**src/rtl/trace_frame_rx.sv**
```systemverilog
// Host-side receiver for the capture board's UART dump: issues one command byte,
// then reassembles plaintext/key/ciphertext words and streams sensor samples out.
module trace_frame_rx #(
    parameter int         SAMPLES = 2048,
    parameter int         ADDRW   = 11,
    parameter int         TIMEOUT = 1000000,
    parameter int         TOW     = 20,
    parameter logic [7:0] MARKER  = 8'd255
) (
    input  logic             clk,
    input  logic             rstn,
    input  logic             cmd_valid,
    input  logic [7:0]       cmd_byte,
    output logic             cmd_ready,
    output logic             tx_dv,
    output logic [7:0]       tx_byte,
    input  logic             tx_done,
    input  logic             rx_dv,
    input  logic [7:0]       rx_byte,
    output logic [127:0]     pt,
    output logic [127:0]     key,
    output logic [127:0]     ct,
    output logic             samp_we,
    output logic [ADDRW-1:0] samp_addr,
    output logic [7:0]       samp_data,
    output logic [ADDRW-1:0] mark_idx,
    output logic             mark_found,
    output logic             frame_done,
    output logic             timeout_err,
    output logic             cmd_err,
    output logic [2:0]       state_dbg
);

    // Handshake: a command is taken on any clk edge where cmd_valid && cmd_ready;
    // cmd_ready is high only in IDLE, so commands offered elsewhere are dropped.
    typedef enum logic [2:0] {
        IDLE, SEND, WAIT_TX, RX_PT, RX_KEY, RX_CT, RX_SAMP, DONE
    } state_t;

    state_t           state, state_nxt;
    logic [11:0]      cnt;
    logic [11:0]      samp_idx;
    logic [TOW-1:0]   to_cnt;
    logic             cmd_ok;
    logic             in_rx;
    logic             to_hit;
    logic             last_samp;

    assign cmd_ok    = (cmd_byte == 8'd250) || (cmd_byte <= 8'd31);
    assign in_rx     = (state == RX_PT) || (state == RX_KEY) || (state == RX_CT) || (state == RX_SAMP);
    // A byte arriving on the terminal count cycle wins over the timeout.
    assign to_hit    = in_rx && !rx_dv && (to_cnt == TOW'(TIMEOUT - 1));
    assign samp_idx  = cnt - 12'd48;
    assign last_samp = (state == RX_SAMP) && rx_dv && (samp_idx == 12'(SAMPLES - 1));

    assign cmd_ready  = (state == IDLE);
    assign tx_dv      = (state == SEND);
    assign frame_done = (state == DONE);
    assign state_dbg  = state;

    always_ff @(posedge clk or negedge rstn) begin
        if (!rstn) state <= IDLE;
        else       state <= state_nxt;
    end

    always_comb begin
        state_nxt = state;
        case (state)
            IDLE:    if (cmd_valid && cmd_ok) state_nxt = SEND;
            SEND:    state_nxt = WAIT_TX;
            WAIT_TX: if (tx_done) state_nxt = RX_PT;
            RX_PT:   if (rx_dv && cnt[3:0] == 4'hF) state_nxt = RX_KEY;
            RX_KEY:  if (rx_dv && cnt[3:0] == 4'hF) state_nxt = RX_CT;
            RX_CT:   if (rx_dv && cnt[3:0] == 4'hF) state_nxt = RX_SAMP;
            RX_SAMP: if (last_samp) state_nxt = DONE;
            DONE:    state_nxt = IDLE;
            default: state_nxt = IDLE;
        endcase
        if (to_hit) state_nxt = IDLE;
    end

    always_ff @(posedge clk or negedge rstn) begin
        if (!rstn) begin
            tx_byte     <= 8'd0;
            pt          <= '0;
            key         <= '0;
            ct          <= '0;
            samp_we     <= 1'b0;
            samp_addr   <= '0;
            samp_data   <= 8'd0;
            mark_idx    <= '0;
            mark_found  <= 1'b0;
            timeout_err <= 1'b0;
            cmd_err     <= 1'b0;
            cnt         <= 12'd0;
            to_cnt      <= '0;
        end else begin
            cmd_err <= 1'b0;
            samp_we <= 1'b0;

            if (state == IDLE && cmd_valid) begin
                if (cmd_ok) begin
                    tx_byte     <= cmd_byte;
                    timeout_err <= 1'b0;
                    mark_found  <= 1'b0;
                    mark_idx    <= '0;
                    cnt         <= 12'd0;
                end else begin
                    cmd_err <= 1'b1;
                end
            end

            if (state == WAIT_TX) to_cnt <= '0;

            // Saturating inter-byte timer; it never wraps back to zero.
            if (in_rx) begin
                if (rx_dv)                                to_cnt <= '0;
                else if (to_cnt != TOW'(TIMEOUT - 1))     to_cnt <= to_cnt + 1'b1;
            end

            if (to_hit) timeout_err <= 1'b1;

            if (in_rx && rx_dv) begin
                cnt <= cnt + 12'd1;
                case (state)
                    RX_PT:  pt  <= {pt[119:0], rx_byte};
                    RX_KEY: key <= {key[119:0], rx_byte};
                    RX_CT:  ct  <= {ct[119:0], rx_byte};
                    RX_SAMP: begin
                        samp_we   <= 1'b1;
                        samp_addr <= samp_idx[ADDRW-1:0];
                        samp_data <= rx_byte;
                        if (rx_byte == MARKER && !mark_found) begin
                            mark_found <= 1'b1;
                            mark_idx   <= samp_idx[ADDRW-1:0];
                        end
                    end
                    default: ;
                endcase
            end
        end
    end

endmodule

```
**config.mk**
```make
export PLATFORM = sky130hd
export DESIGN_NAME = trace_frame_rx
export DESIGN_NICKNAME = d
export VERILOG_FILES = /design/src/rtl/trace_frame_rx.sv
export SDC_FILE = /design/constraint.sdc
export NUM_CORES = 1
export LEC_CHECK = 0
export ABC_AREA = 1
export BUFFER_PORTS_ARGS = -buffer_cell sky130_fd_sc_hd__clkbuf_2
export CORE_ASPECT_RATIO = 0.9
export CORE_MARGIN = 5
export CORE_UTILIZATION = 45
export CTS_CLUSTER_DIAMETER = 120
export DETAILED_ROUTE_END_ITERATION = 10
export PLACE_DENSITY = 0.65
export SYNTH_ARGS = -nofsm -noshare
export SYNTH_HDL_FRONTEND = slang
export SYNTH_SLANG_ARGS = --single-unit
```
**constraint.sdc**
```tcl
create_clock -name clk -period 2.16 [get_ports clk]
set_clock_uncertainty 0.05 [all_clocks]
set_input_delay 0.108 -clock clk [delete_from_list [all_inputs] [get_ports clk]]
set_output_delay 0.108 -clock clk [all_outputs]
set_load 0.005 [all_outputs]
```
==> results.py, run 1 <==
metrics = {
    "status": {
        "outcome": "finished clean",
    },
    "logic_synthesis": {
        "synth_nets": 1554,
        "synthArstFlopShare": 1.00,
        "synth_cells": 1529,
        "synthFlopType": "dfrtp_1",
        "ys_seq_elements": 461,
        "ys_warn_count": 0,
        "syn_area_sq_um": 19200,
        "ys_seq_area_frac": 0.600,
        "synth_area_per_cell_sq_um": 12.6,
        "synth_edf_count": 0,
        "ys_types": 43,
    },
    "power_and_ir_drop": {
        "power_density_nw_per_um2": 1020,
        "leakage_nw": 13.3,
        "peakVddDrop_uv": 831,
    },
    "worst_setup_path": {
        "cp.required_ns": 2.55,
        "r2r_slack_ns": 0.22,
        "reg2regPathDepth": 5,
        "critPathKind": "reg2reg",
        "cp.arrival_ns": 2.34,
        "end_kind": "flop",
        "crit_path_start_kind": "flop",
        "cp_max_fo": 71,
    },
    "clock_tree": {
        "cts_root_buf": "clkbuf_16",
        "h-tree-depth": 2,
        "insertion_delay_ns": 0.57,
        "numCtsBuffers": 47,
        "cts_tree": "yes",
        "cts_sinks": 461,
        "clk_pin_slew_ns": 0.06,
        "clock_path_buffers": 3,
    },
    "sta": {
        "tightest_slew_ns": 0.610,
        "maxSlewHeadroom": 0.590,
        "hold_viol_final": 0,
        "setup_tns_ns": 0,
        "setup_viol": 0,
        "worst_hold_slack_ns": 0.0268,
        "period_share": 0.900,
        "fmax_mhz": 515,
        "drv_slew": 0,
        "finalCriticalPeriod_ns": 1.94,
        "setup_slack_ns": 0.216,
        "rsz0062_at_grt": "false",
    },
    "die": {
        "die_h_um": 206,
        "initial_core_util": 0.458,
        "core_area_sq_um": 42000,
        "die_x_um": 228,
        "rows": 71,
        "die-area_sq_um": 47000,
        "num_io_pins": 453,
    },
    "place": {
        "post-place-ws_ns": 0.189,
        "gp_congestion": 0.885,
        "dp_hpwl_um": 35900,
        "io_buffers": 452,
        "dp.cells": 2491,
    },
    "global_route": {
        "grt_overflow": 0,
        "grt_pass1_wl_um": 76400,
        "antenna_found_initial": 0,
        "grt_use_total": 0.203,
        "grt_pass1_vias": 13001,
        "grt_max_degree": 137,
    },
    "hold_path": {
        "hold_path_class": "in2async",
    },
    "drt": {
        "viasPerCell": 5.01,
        "route.vias.total": 12993,
        "dr.pass1.iters": 5,
        "drtIter0Drc": 905,
        "drtAntennaViolNets": 0,
        "routedWlPerCell_um": 19.1,
        "wirelength_um": 49400,
        "drc": 0,
    },
    "finish": {
        "fin_nets": 2038,
        "drive_gt1_frac": 0.405,
        "area_growth_pct": 23.0,
        "layoutNonFillerInstCount": 2591,
        "antenna_cells": 0,
    },
    "job": {
        "cap_viol_max_count": 0,
    },
}
placed cells by master, fill, tap and decap left out, types with 6 or more instances in the layout:
cell,Yosys,layout
dfrtp_1,461,461
clkbuf_2,1,451
mux2_4,220,220
nand2_1,203,203
o21ai_0,137,137
inv_1,123,123
nor2_1,101,99
a21oi_1,70,70
clkbuf_16,0,48
nand3_1,42,41
mux2_2,27,27
dlygate4sd3_1,0,20
buf_4,0,20
buf_12,22,12
nor3_1,11,11
clkbuf_1,20,10
clkbuf_8,0,8
o22ai_1,7,7
inv_2,6,6
nand4_1,6,6
where the power goes:
group	switching (mW)	internal, mW
clock network	3.33	4.59
logic	2.92	2.00
registers	1.21	10.2
logic make-up (layout without fill, tap and decap cells):
family / after synthesis / in the layout / share of synthesized area
DFF: 461 / 461 / 0.600
buffers and inverters: 198 / 713 / 0.0600
xor gates and xnor gates: 5 / 5 / 0.00228
and+or+nand+nor: 384 / 384 / 0.0860
AOI/OAI and AO/OA: 230 / 230 / 0.0617
adders and majority gates: 4 / 4 / 0.00260
muxes: 247 / 247 / 0.188
final cells by class:
class	count	area [sq um]
fillers	3501	18400
flip-flops and latches	461	11500
multi-input cells	870	6590
repair buffers	504	2860
clock buffers	66	1350
well taps	547	684
inverters	129	484
clock inverters	14	149
critical path, cell delays in order, from the launching register on:
cell and delay [ns]:
dfrtp_1 0.42, inv_1 0.12, nor2_1 0.37, nand2_8 0.14, buf_12 0.26, mux2_4 0.37
stage by stage:
step | area (sq um) | utilization | power [mW]
final | 23700 | 0.563 | 24.2
after floorplan | 19200 | - | 13.5
after global routing | 23700 | 0.563 | 25.6
after global placement | 21900 | 0.522 | 16.2
after detailed placement | 21900 | 0.522 | 16.4
after CTS | 23600 | 0.563 | 24.5
cells in the mapped netlist (2+ instances only):
| cell | n | area share |
|---|---|---|
| o21ai_0 | 137 | 0.036 |
| nand3_1 | 42 | 0.011 |
| buf_12 | 22 | 0.023 |
| mux2_2 | 27 | 0.016 |
| a21oi_1 | 70 | 0.018 |
| buf_1 | 9 | 0.0018 |
| nand2_1 | 203 | 0.040 |
| a21boi_0 | 2 | 0.00078 |
| nor2_2 | 2 | 0.00065 |
| xor2_1 | 4 | 0.0018 |
| ha_1 | 4 | 0.0026 |
| nor3_1 | 11 | 0.0029 |
| dfrtp_1 | 461 | 0.60 |
| nand2_2 | 4 | 0.0013 |
| nand2_4 | 3 | 0.0018 |
| a31oi_1 | 3 | 0.00098 |
| inv_2 | 6 | 0.0012 |
| o22ai_1 | 7 | 0.0023 |
| buf_2 | 12 | 0.0031 |
| mux2_4 | 220 | 0.17 |
| nor2_1 | 101 | 0.020 |
| inv_1 | 123 | 0.024 |
| nor2_8 | 2 | 0.0021 |
| o21ai_1 | 5 | 0.0013 |
| clkbuf_1 | 20 | 0.0039 |
| nand3_2 | 3 | 0.0016 |
| buf_6 | 5 | 0.0029 |
| nand4_1 | 6 | 0.0020 |
layer usage:
metal | GRT usage | wire, um
met1 | 0.283 | 22200
met2 | 0.319 | 22800
met3 | 0.0527 | 3070
met4 | 0.0614 | 1290
met5 | 0 | 0
repair_timing:
item,4_1_cts,5_1_grt
gates resized for setup,0,3
endpoints found under the hold margin,513,0
hold buffers,20,0
setup buffers,0,0
endpoints found under the setup margin,0,11
final timing paths:
kind	startpoint	to
min in group clk	cmd_byte[5]	state_dbg[1]$_DFFE_PN0P_
worst max-delay path	state_dbg[0]$_DFFE_PN0P_	ct[97]$_DFFE_PN0P_
max in group asynchronous	rstn	pt[53]$_DFFE_PN0P_
worst min register to register	pt[121]$_DFFE_PN0P_	pt[121]$_DFFE_PN0P_
worst max register to register	state_dbg[0]$_DFFE_PN0P_	ct[97]$_DFFE_PN0P_
worst min-delay path	rstn	key[125]$_DFFE_PN0P_
state kept, by name, summed over array words and instances (netlist names):
| name | flops |
|---|---|
| mark_idx | 11 |
| key | 128 |
| to_cnt | 20 |
| cnt | 12 |
| cmd_err | 1 |
| timeout_err | 1 |
| samp_we | 1 |
| state_dbg | 3 |
| ct | 128 |
| pt | 128 |
| mark_found | 1 |
| samp_data | 8 |
| samp_addr | 11 |
| tx_byte | 8 |
No activity file was read; power rests on OpenSTA's default activity.
==> run 2, diff against run 1 <==
BUFFER_PORTS_ARGS = -buffer_cell sky130_fd_sc_hd__buf_2   (was -buffer_cell sky130_fd_sc_hd__clkbuf_2)
==> results.py, run 2 (synthesis gave the netlist of run 1 again) <==
metrics = {
    "clock_tree": {
        "numCtsBuffers": 48,
        "postCtsSetupRepairBufs": 0,
        "clk_pin_slew_ns": 0.06,
        "cts_tree": "yes",
        "cts_root_buf": "clkbuf_16",
        "insertion_delay_ns": 0.57,
        "h-tree-depth": 2,
        "cts_sinks": 461,
        "clock_path_buffers": 3,
    },
    "worst_setup_path": {
        "critPathLaunch": "cnt[4]$_DFFE_PN0P_",
        "crit_path_start_kind": "flop",
        "cp.arrival_ns": 2.43,
        "cp.required_ns": 2.58,
        "r2r_start": "cnt[4]$_DFFE_PN0P_",
        "critPathKind": "reg2reg",
        "end_kind": "flop",
        "cp_max_fo": 9,
    },
    "die": {
        "die_x_um": 228,
        "core_area_sq_um": 42000,
        "die_h_um": 206,
        "rows": 71,
        "num_io_pins": 453,
        "die-area_sq_um": 47000,
        "initial_core_util": 0.458,
    },
    "finish": {
        "final_common_cell": "dfrtp_1",
        "antenna_cells": 0,
        "area_growth_pct": 23.8,
        "fin_nets": 2037,
        "drive_gt1_frac": 0.408,
        "reg_top3": "ct: 128 flops, key: 128 flops, pt: 128 flops",
        "fillerInstances": 3559,
        "final_cell_mix": "dfrtp_1 (461), buf_2 (451), mux2_4 (220)",
    },
    "drt": {
        "route.vias.total": 12930,
        "viasPerCell": 4.98,
        "drtAntennaViolNets": 0,
        "drtIter0Drc": 918,
        "dr.pass1.iters": 5,
        "routedWlPerCell_um": 18.9,
        "wirelength_um": 49100,
        "drc": 0,
    },
    "sta": {
        "worst_hold_slack_ns": 0.0473,
        "fmax_mhz": 498,
        "setup_slack_ns": 0.153,
        "tightest_slew_ns": 0.609,
        "drv_slew": 0,
        "setup_viol": 0,
        "rsz0062_at_grt": "false",
        "finalCriticalPeriod_ns": 2.01,
        "setup_tns_ns": 0,
        "maxSlewHeadroom": 0.590,
        "period_share": 0.929,
        "hold_viol_final": 0,
    },
    "power_and_ir_drop": {
        "peakVddDrop_uv": 819,
        "leakage_nw": 13.6,
        "power_density_nw_per_um2": 1040,
    },
    "place": {
        "post-place-ws_ns": 0.240,
        "io_buffers": 452,
        "dp_hpwl_um": 35700,
        "gp_congestion": 0.902,
    },
    "hold_path": {
        "hold_start": "cmd_byte[5]",
        "hold_path_class": "in2reg",
    },
    "global_route": {
        "grt_pass1_wl_um": 76700,
        "grt_max_degree": 82,
        "antenna_found_initial": 0,
        "grt_pass1_vias": 12971,
        "grt_overflow": 0,
        "grt_use_total": 0.203,
    },
    "job": {
        "cap_viol_max_count": 0,
    },
    "status": {
        "outcome": "finished clean",
    },
}
run 2: cell types whose count changed in the layout (fill, tap and decap cells not counted), sizes merged:
cell and delta:
buf +449, clkbuf -447, clkinv +6, clkinvlp -2
inv -2, bufinv +1
run 2: cell type report:
cell class                      instances  area [sq um]  area share
Sequential cell                       461         11500       0.485
Multi-Input combinational cell        870          6580       0.277
Timing Repair Buffer                  502          2870       0.121
Clock buffer                           70          1470      0.0616
Tap cell                              547           684      0.0288
Inverter                              129           484      0.0203
Clock inverter                         17           176     0.00741
run 2: timing repair:
action / CTS / global route
hold buffers: 20 / 0
gates resized for setup: 0 / 2
endpoints found under the hold margin: 485 / 0
endpoints found under the setup margin: 0 / 5
run 2: worst paths after layout:
kind                                                  to  slack (ns)  depth (start not counted)
worst max-delay path            state_dbg[2]$_DFFE_PN0P_        0.15                         10
worst min-delay path             timeout_err$_DFFE_PN0P_        0.05                          7
worst max register to register  state_dbg[2]$_DFFE_PN0P_        0.15                         10
worst min register to register    tx_byte[2]$_DFFE_PN0P_        0.43                          2
max in group asynchronous             pt[57]$_DFFE_PN0P_        1.17                          4
min in group asynchronous            key[88]$_DFFE_PN0P_        0.06                          2
run 2: worst max-delay path, cell delays in order, from the launching register on:
cell and delay (ns):
dfrtp_1 0.47, ha_1 0.26, nor2_1 0.27, nand3_1 0.15
nand2_1 0.12, nand3_1 0.07, nor2_1 0.09, nand2_1 0.06
nand2_1 0.05, nand2_1 0.09, a21boi_0 0.22
run 2: power breakdown:
part / leakage (nW) / internal, mW / switching, mW
clock: 0.816 / 5.06 / 3.37
combinational: 6.70 / 2.06 / 2.94
sequential: 6.09 / 10.1 / 1.09
run 2: metal layers:
metal,vias up,track usage,wire length (um),share of wire
met1,6362,0.284,21800,0.44
met3,77,0.0573,3450,0.070
met5,-,0,0,0
met2,441,0.313,22500,0.46
met4,0,0.0646,1420,0.029
li1,6050,-,-,-
run 2: through the flow:
stage	util	cell area, sq um	std cells	power (mW)
final	0.567	23800	2596	24.7
after detailed placement	0.522	21900	2489	16.4
after floorplan	-	19200	1529	13.5
after global routing	0.567	23800	2596	26.2
after CTS	0.566	23800	2596	25.0
after global placement	0.522	21900	2489	16.3
==> run 3, diff against run 2 <==
SKIP_LAST_GASP = 1   (was unset)
clock period = 2.6 ns   (was 2.16 ns; I/O delays follow)
==> results.py, run 3 (synthesis gave the netlist of run 1 again) <==
metrics = {
    "worst_setup_path": {
        "cp.arrival_ns": 2.44,
        "crit_path_start_kind": "flop",
        "r2r_start": "state_dbg[0]$_DFFE_PN0P_",
        "max_stage_delay_ns": 0.45,
        "cpMaxStageDelayCell": "nand4_2",
        "critPathKind": "reg2reg",
        "reg2regPathDepth": 7,
        "crit_buf_inv": 2,
        "r2r_end": "mark_idx[3]$_DFF_PN0_",
        "cp_top_family": "simple AND/OR/NAND/NOR gates",
        "crit_chain": "inv_1, nand2_1, nor2_1, inv_2, nor2_4, nand4_2, o21ai_0",
        "end_kind": "flop",
        "cp.required_ns": 3.01,
        "cp_max_fo": 23,
        "r2r_slack_ns": 0.57,
    },
    "power_and_ir_drop": {
        "power_density_nw_per_um2": 865,
        "internal-power_mw": 14.4,
        "p_clk_frac": 0.346,
        "swShare": 0.299,
        "peakVddDrop_uv": 1030,
        "leakage_nw": 13.6,
        "power_frac_seq": 0.454,
        "combPwrFrac": 0.200,
        "p_switching_mw": 6.16,
    },
    "status": {
        "outcome": "finished clean",
    },
    "global_route": {
        "grt_max_degree": 79,
        "grt_pass1_vias": 13218,
        "antenna_found_initial": 0,
        "grt_pass1_wl_um": 78500,
        "grt_use_total": 0.207,
        "grt_overflow": 0,
    },
    "clock_tree": {
        "cts_root_buf": "clkbuf_16",
        "cts_tree": "yes",
        "insertion_delay_ns": 0.56,
        "numCtsBuffers": 49,
        "clock_path_buffers": 3,
        "cts_sinks": 461,
        "h-tree-depth": 2,
        "clk_pin_slew_ns": 0.06,
    },
    "finish": {
        "final_cell_mix": "dfrtp_1 (461), buf_2 (451), mux2_4 (220)",
        "fillerInstances": 3514,
        "antenna_cells": 0,
        "drive_gt1_frac": 0.407,
        "ff_latch_area_sq_um": 11500,
        "layoutNonFillerInstCount": 2599,
        "area_growth_pct": 23.9,
        "final_common_cell": "dfrtp_1",
        "reg_top3": "ct: 128 flops, key: 128 flops, pt: 128 flops",
        "multi_input_area_sq_um": 6570,
        "fin_nets": 2041,
    },
    "drt": {
        "routedWlPerCell_um": 19.1,
        "dr.pass1.iters": 5,
        "viasPerCell": 4.98,
        "drc": 0,
        "wirelength_um": 49500,
        "drtIter0Drc": 805,
        "drtAntennaViolNets": 0,
        "route.vias.total": 12932,
    },
    "die": {
        "rows": 71,
        "core_area_sq_um": 42000,
        "die-area_sq_um": 47000,
        "initial_core_util": 0.458,
        "num_io_pins": 453,
        "die_h_um": 206,
        "die_x_um": 228,
    },
    "hold_path": {
        "whs_endpoint": "samp_data[6]$_DFFE_PN0P_",
        "holdPathStages": 3,
        "hold_path_class": "in2reg",
        "hold_start": "rx_byte[6]",
    },
    "sta": {
        "setup_viol": 0,
        "tightest_slew_ns": 0.700,
        "setup_tns_ns": 0,
        "hold_viol_final": 0,
        "maxSlewHeadroom": 0.533,
        "fmax_mhz": 492,
        "finalCriticalPeriod_ns": 2.03,
        "drv_slew": 0,
        "rsz0062_at_grt": "false",
        "period_share": 0.781,
    },
    "place": {
        "dp_hpwl_um": 36200,
        "dp.cells": 2493,
        "io_buffers": 452,
        "gp_congestion": 0.861,
    },
    "job": {
        "cap_viol_max_count": 0,
    },
}
## run 3: cell count changes in the layout (fill, tap and decap cells not counted), moves of 3 or more
cell / change
clkbuf_1: +3
clkinv_2: -7
inv_6: +3
buf_4: +5
## run 3: power groups by stage
stage	registers, mW	logic, mW	clock network (mW)
after floorplan	9.39	1.86	0
after global placement	9.43	4.04	0
after global routing	9.53	4.65	7.62
final	9.36	4.12	7.12
after detailed placement	9.45	4.14	0
after CTS	9.35	4.19	7.30
## run 3: cell type report
type	instances	area share
inverter	129	0.0203
tap	547	0.0287
clock inverter	12	0.00641
timing repair buffer	505	0.121
clock buffer	75	0.0636
sequential	461	0.484
multi-input combinational	870	0.276
## run 3: worst reg2reg max path: cells and delay by family (launching register included)
kind,cells,cell delay (ns)
AO/OA/AOI/OAI,1,0.39
buffers and inverters,2,0.18
AND/OR/NAND/NOR,4,0.90
flip-flops,1,0.42
## run 3: what timing repair did
item / in CTS / in global routing
hold buffers: 19 / 0
setup buffers: 0 / 0
endpoints found under the hold margin: 109 / 0
endpoints found under the setup margin: 0 / 0
gates resized for setup: 0 / 0
## run 3: per-stage QoR
| step | hold slack (ns) | util | worst slack, ns | area [sq um] | power, mW |
|---|---|---|---|---|---|
| floorplan | -0.216 | - | 0.969 | 19200 | 11.2 |
| CTS | 0.0204 | 0.567 | 0.579 | 23800 | 20.8 |
| global placement | 0.113 | 0.523 | 0.678 | 22000 | 13.5 |
| detailed placement | 0.116 | 0.523 | 0.627 | 22000 | 13.6 |
| global route | 0.0479 | 0.567 | 0.334 | 23800 | 21.8 |
| finish | 0.0470 | 0.567 | 0.569 | 23800 | 20.6 |
## run 3: worst max-delay path by stage
stage	from	to	slack, ns	cells past startpoint
after floorplan	to_cnt[0]$_DFF_PN0_	to_cnt[14]$_DFF_PN0_	0.97	10
after global placement	state_dbg[0]$_DFFE_PN0P_	mark_idx[4]$_DFF_PN0_	0.68	8
after detailed placement	state_dbg[0]$_DFFE_PN0P_	mark_idx[3]$_DFF_PN0_	0.63	8
after CTS	state_dbg[0]$_DFFE_PN0P_	mark_idx[3]$_DFF_PN0_	0.58	7
after global routing	state_dbg[0]$_DFFE_PN0P_	mark_idx[1]$_DFF_PN0_	0.33	7
final	state_dbg[0]$_DFFE_PN0P_	mark_idx[3]$_DFF_PN0_	0.57	7
## run 3: per-layer routing
layer,track usage,up-vias,wire [um]
li1,-,6074,-
met3,0.0527,67,2960
met4,0.0544,0,1110
met1,0.289,6414,22600
met2,0.328,377,22900
met5,0,-,0
